--- src/rtl/dechannelizer_pkg.sv ---
// Shared types and helpers for the frame dechannelizer.
// Holds the serializer state encoding and the channel-index width rule.
package dechannelizer_pkg;

    typedef enum logic {
        IDLE = 1'b0,
        SEND = 1'b1
    } dch_state_e;

    // A single-channel build still needs a 1-bit channel index port.
    function automatic int chan_idx_w(input int channels);
        return (channels <= 1) ? 1 : $clog2(channels);
    endfunction

endpackage

--- src/rtl/dechannelizer_frame_buf.sv ---
// One-frame-deep holding buffer that sits behind the active frame.
// A simultaneous read and write keeps it full with the newly written frame.
module dechannelizer_frame_buf #(
    parameter int FRAME_W = 48
) (
    input  logic               clk,
    input  logic               reset_n,
    input  logic               write,
    input  logic               read,
    input  logic [FRAME_W-1:0] wdata,
    output logic               full,
    output logic [FRAME_W-1:0] data
);

    always_ff @(posedge clk or negedge reset_n) begin
        if (!reset_n) begin
            full <= 1'b0;
            data <= '0;
        end else begin
            if (write) begin
                data <= wdata;
            end
            if (write) begin
                full <= 1'b1;
            end else if (read) begin
                full <= 1'b0;
            end
        end
    end

endmodule

--- src/rtl/dechannelizer_n.sv ---
// Serializes a parallel multi-channel frame into one sample per beat with
// sop/eop/channel sideband, a one-frame pending buffer and drop reporting.
//
// state | meaning
// IDLE  | no active frame, outputs invalid, out_data holds last beat
// SEND  | active frame presented one channel per beat, counter = channel
module dechannelizer_n
    import dechannelizer_pkg::*;
#(
    parameter int WIDTH     = 24,
    parameter int CHANNELS  = 2,
    parameter int EDGE_TRIG = 1
) (
    input  logic                            clk,
    input  logic                            reset_n,
    input  logic [CHANNELS*WIDTH-1:0]       in_data,
    input  logic                            in_valid,
    input  logic                            out_ready,
    output logic [WIDTH-1:0]                out_data,
    output logic                            out_valid,
    output logic                            out_sop,
    output logic                            out_eop,
    output logic [chan_idx_w(CHANNELS)-1:0] out_channel,
    output logic                            overflow
);

    localparam int             CW   = chan_idx_w(CHANNELS);
    localparam int             FW   = CHANNELS * WIDTH;
    localparam logic [CW-1:0]  LAST = CW'(CHANNELS - 1);

    dch_state_e     state_q, state_d;
    logic [CW-1:0]  cnt_q, cnt_d;
    logic [FW-1:0]  active_q, active_d;
    logic           in_valid_q;
    logic           ovf_q, ovf_d;
    logic           trig;
    logic           xfer;
    logic           eop_xfer;
    logic           buf_wr;
    logic           buf_rd;
    logic           buf_full;
    logic [FW-1:0]  buf_data;

    // History resets low so a level already high at release counts as an edge.
    always_comb begin
        trig     = in_valid && ((EDGE_TRIG == 0) || !in_valid_q);
        xfer     = (state_q == SEND) && out_ready;
        eop_xfer = xfer && (cnt_q == LAST);
    end

    always_ff @(posedge clk or negedge reset_n) begin
        if (!reset_n) begin
            state_q    <= IDLE;
            cnt_q      <= '0;
            active_q   <= '0;
            in_valid_q <= 1'b0;
            ovf_q      <= 1'b0;
        end else begin
            state_q    <= state_d;
            cnt_q      <= cnt_d;
            active_q   <= active_d;
            in_valid_q <= in_valid;
            ovf_q      <= ovf_d;
        end
    end

    always_comb begin
        state_d  = state_q;
        cnt_d    = cnt_q;
        active_d = active_q;
        buf_wr   = 1'b0;
        buf_rd   = 1'b0;
        ovf_d    = 1'b0;
        case (state_q)
            IDLE: begin
                if (trig) begin
                    active_d = in_data;
                    cnt_d    = '0;
                    state_d  = SEND;
                end
            end
            SEND: begin
                if (eop_xfer) begin
                    // Frame retires this cycle, so a new trigger always has room.
                    if (buf_full) begin
                        active_d = buf_data;
                        cnt_d    = '0;
                        buf_rd   = 1'b1;
                        buf_wr   = trig;
                    end else if (trig) begin
                        active_d = in_data;
                        cnt_d    = '0;
                    end else begin
                        state_d = IDLE;
                    end
                end else begin
                    if (xfer) begin
                        cnt_d = cnt_q + 1'b1;
                    end
                    if (trig) begin
                        if (buf_full) begin
                            ovf_d = 1'b1;
                        end else begin
                            buf_wr = 1'b1;
                        end
                    end
                end
            end
            default: begin
                state_d = IDLE;
            end
        endcase
    end

    dechannelizer_frame_buf #(
        .FRAME_W (FW)
    ) u_pending (
        .clk     (clk),
        .reset_n (reset_n),
        .write   (buf_wr),
        .read    (buf_rd),
        .wdata   (in_data),
        .full    (buf_full),
        .data    (buf_data)
    );

    // Counter and active frame are left untouched in IDLE, which holds out_data.
    assign out_data    = active_q[int'(cnt_q) * WIDTH +: WIDTH];
    assign out_valid   = (state_q == SEND);
    assign out_sop     = out_valid && (cnt_q == '0);
    assign out_eop     = out_valid && (cnt_q == LAST);
    assign out_channel = cnt_q;
    assign overflow    = ovf_q;

endmodule

--- config.mk ---
export PLATFORM = sky130hd
export DESIGN_NAME = dechannelizer_n
export DESIGN_NICKNAME = d
export VERILOG_FILES = /design/src/rtl/dechannelizer_pkg.sv /design/src/rtl/dechannelizer_frame_buf.sv /design/src/rtl/dechannelizer_n.sv
export SDC_FILE = /design/constraint.sdc
export NUM_CORES = 1
export LEC_CHECK = 0
export ABC_AREA = 1
export CORE_MARGIN = 2
export CORE_UTILIZATION = 37
export CTS_BUF_LIST = sky130_fd_sc_hd__clkbuf_4 sky130_fd_sc_hd__clkbuf_8
export DETAILED_ROUTE_END_ITERATION = 16
export GPL_ROUTABILITY_DRIVEN = 1
export PLACE_DENSITY_LB_ADDON = 0.25
export SLEW_MARGIN = 20
export SYNTH_ARGS = -nofsm -noshare
export SYNTH_HDL_FRONTEND = slang
export SYNTH_SLANG_ARGS = --single-unit
--- constraint.sdc ---
create_clock -name clk -period 2.51 [get_ports clk]
set_input_delay 0.251 -clock clk [delete_from_list [all_inputs] [get_ports clk]]
set_output_delay 0.251 -clock clk [all_outputs]
set_load 0.1 [all_outputs]
# After elaboration in Yosys (flattened, before gate mapping)
# Cells that the tools add are included.
# totals
ff_bits	101
in_bits	52
out_inout_bits	29
elab_cells	47
# op_classes
add_sub_neg	1
mul	1
n_eq_ne	2
shift	1
muxes	26
bitwise_logic	2
reduce_logical	7
# op_table
cell	n
48-bit 2-to-1 mux	3
48-bit case mux with 2 select lines	1
48-bit by 7-bit variable part select with 24-bit output	1
1-bit 2-to-1 mux	20
1-bit logical AND	5
1-bit case mux with 2 select lines	2
1-bit by 2-bit multiplier with 3-bit output (second input constant)	1
3-bit by 1-bit != test with 1-bit output (second input constant)	1
2-bit by 1-bit != test with 1-bit output (second input constant)	1
1-bit NOT	2
2-bit nonzero test	1
1-bit adder (second input constant)	1
1-bit zero test	1

# Depth between registers and ports, before layout
# logic_depth
word_depth	6
depth_mapped	8
depth_no_buf	7

# Cells and area by module
# A second synthesis with hierarchy kept.
# hier_totals
cells_unflattened	627
hier_area_um2	4911.0
# modules_own_cells
mod	n_inst	cells_per_inst	area_per_inst_um2	seq_area_each_um2
dechannelizer_n	1	420	3069.2	1301.2
dechannelizer_frame_buf	1	207	1841.8	1226.2

# Worst setup path before layout
# Ideal clock, no wire load.
# synth_timing
kind	reg2out
from	reg cnt_q, in the netlist out_channel
to	out out_sop
arrival_ps	2564
slack_ps	-305
stages_incl_launch_ff	4
n_path_buf	2
cell_sequence	dfrtp_1 > clkbuf_1 > buf_1 > nor2_1
# synth_between
elab_chain_len	2
# synth_lines
item	line	source
start: declaration	dechannelizer_n.sv:32	logic [CW-1:0] cnt_q, cnt_d;
start signal: assignment	dechannelizer_n.sv:60	cnt_q <= cnt_d;
1-bit NOT	dechannelizer_n.sv:130	assign out_sop = out_valid && (cnt_q == '0);
1-bit logical AND	dechannelizer_n.sv:130	
end: declaration	dechannelizer_n.sv:21	output logic out_sop,
# Every way passes these cells.

# Worst setup path after layout
# layout_timing
from	reg cnt_q, in the netlist out_channel
to	out out_data[15]
# layout_between
elab_chain_len	2
# layout_lines
item	line	source
1-bit by 2-bit multiplier with 3-bit output	dechannelizer_n.sv:128	assign out_data = active_q[int'(cnt_q) * WIDTH +: WIDTH];
48-bit by 7-bit variable part select with 24-bit output	dechannelizer_n.sv:128	
end: declaration	dechannelizer_n.sv:19	output logic [WIDTH-1:0] out_data,
# Every way passes these cells.

==> impl_metrics.json <==
{
  "status": "finished clean",
  "final_common_cell": "nand2_1",
  "final_cell_mix": "nand2_1, dfrtp_1, inv_1",
  "first_pass_iters": 5,
  "cts_hold_buf": 1,
  "worstPathMaxFanout": 15,
  "fin_crit_ns": 2.14,
  "die_h_um": 124,
  "port_buffers": 80,
  "tightest_slew_ns": 0.594,
  "wl_um": 15600,
  "synth_seq_cells": 101,
  "fillCellCount": 1379,
  "worst_ep_required_time_ns": 2.26,
  "maxSlewHeadroom_pct": 60.4,
  "vias": 5163,
  "min-delay-path-class": "in -> reg",
  "synth_cell_types": 13,
  "grt_usage_pct": 20.6,
  "cts_resized": 0,
  "design.core.area_um2": 14000,
  "clk_path_buf_depth": 2,
  "rows": 43,
  "post-route-period-util_pct": 85.2,
  "grt_max_degree": 99,
  "grt_pass1_vias": 4720,
  "slowest_stage": "dfrtp_2",
  "wl_per_cell_um": 15.3,
  "setup_viol": 0,
  "yosysWarnings": 0,
  "root_buffer": "clkbuf_8",
  "clk_pin_slew_ns": 0.10,
  "grt_antenna_before_repair": 0,
  "syn_to_final_growth_pct": 27.0,
  "grt_overflow_total": 0,
  "synth_nets": 831,
  "utilization_pct": 48.5,
  "synth_top_area_share_pct": 47.1,
  "clock_latency_ns": 0.39,
  "timing.fmax_mhz": 468,
  "seq_area_frac_synth_pct": 47.1,
  "cts_tree": "yes",
  "final_antenna_net_count": 0,
  "maxSlewViolCount": 0,
  "h-tree-depth": 3,
  "worstPathArrival_ns": 1.89,
  "syn_avg_cell_area_um2": 6.88,
  "ioPinCount": 81,
  "syn_inst": 779,
  "maxCapViolCount": 0,
  "postCtsSetupBuffers": 0,
  "layout-drive-gt1-share_pct": 8.22,
  "critPathLaunchType": "flop",
  "rsz0062_at_grt": "no",
  "routed_via_density": 5.07,
  "crit_chain": "inv_1, buf_4, nand2_1, nand2_1, buf_12",
  "clock-sinks": 101,
  "route.detailed.drc": 0,
  "crit_type": "reg -> out",
  "fin_tns_setup_ns": 0,
  "initial_utilization_pct": 38.2,
  "hpwl_um": 9950,
  "cts_buffers": 9,
  "hold_viol_final": 0,
  "place_congestion": 0.791,
  "grt_pass1_wl_um": 25900,
  "yosys-top-cells-area": "dfrtp_1, nand2_1, nand4_1",
  "synth_area_leader_cell": "dfrtp_1",
  "cp_slowest_stage_delay_ns": 0.49,
  "dieArea_um2": 15500,
  "drtIter0Drc": 491,
  "syn_area_um2": 5360,
  "fin_nets": 886,
  "antenna_cells": 0,
  "die_w_um": 124,
  "clock_skew_ns": 0.00965,
  "critPathCaptureType": "primary output",
  "cpMostUsedCell": "nand2_1"
}
[routing by layer]
metal	global-route usage, %	wire length [um]	part of all wire [%]
met3	4.38	802	5.1
met5	0	0	0
met1	29.4	7310	47
met4	4.69	298	1.9
met2	32.3	7200	46
[per-stage QoR]
step | setup slack [ns] | instance area (um^2) | hold WS (ns) | instances
finish | 0.372 | 6810 | 0.330 | 1019
detailed placement | 0.603 | 6570 | 0.297 | 1002
global placement | 0.617 | 6570 | 0.295 | 1002
global route | 0.295 | 6810 | 0.323 | 1019
CTS | 0.352 | 6810 | 0.308 | 1019
floorplan | 0.222 | 5370 | -0.0446 | 779
[cells in the mapped netlist]
| cell | n |
|---|---|
| nor2_1 | 3 |
| o21ai_0 | 49 |
| buf_4 | 4 |
| buf_6 | 1 |
| buf_2 | 16 |
| inv_1 | 53 |
| inv_2 | 1 |
| nand2_1 | 417 |
| buf_1 | 4 |
| nand3_1 | 52 |
| clkbuf_1 | 30 |
| dfrtp_1 | 101 |
| nand4_1 | 48 |
[critical path, delay by kind of cell, from the launching register on]
kind                   cells  cell delay [ns]
buffers and inverters      3             0.78
flip-flops                 1             0.49
AND/OR/NAND/NOR            2             0.22
[final cells by class]
type	count	area [um^2]	area share, %
inverters	54	203	2.98
clock inverters	4	70.1	1.03
flip-flops and latches	101	2530	37.1
multi-input cells	569	2390	35.1
repair buffers	99	1230	18.1
clock buffers	12	159	2.33
well taps	180	225	3.31
[state kept, by name, indices dropped and copies added, names as in the netlist]
signal / count
active_q: 48
in_valid_q: 1
out_channel: 1
out_valid: 1
overflow: 1
u_pending.data: 48
u_pending.full: 1
[path summary, 6_finish.rpt]
kind	start	to	slack (ns)	cells past startpoint
worst max-delay path	out_channel$_DFFE_PN0P_	out_data[15]	0.37	5
worst min-delay path	in_valid	in_valid_q$_DFF_PN0_	0.33	1
worst max register to register	in_valid_q$_DFF_PN0_	u_pending.data[29]$_DFFE_PN0P_	0.95	7
worst min register to register	u_pending.data[30]$_DFFE_PN0P_	u_pending.data[30]$_DFFE_PN0P_	0.47	2
max in group asynchronous	reset_n	u_pending.data[40]$_DFFE_PN0P_	1.36	3
min in group asynchronous	reset_n	active_q[21]$_DFFE_PN0P_	0.40	2
[cell families (layout without fill, tap and decap cells)]
group,Yosys count,after routing,share of synthesized area (%)
compound gates,49,49,4.57
buf+inv,109,169,8.42
flops,101,101,47.1
simple gates,520,520,39.9
Power is not shown: default switching activity piles up to over one toggle a cycle in this logic, so the estimate is an artifact.
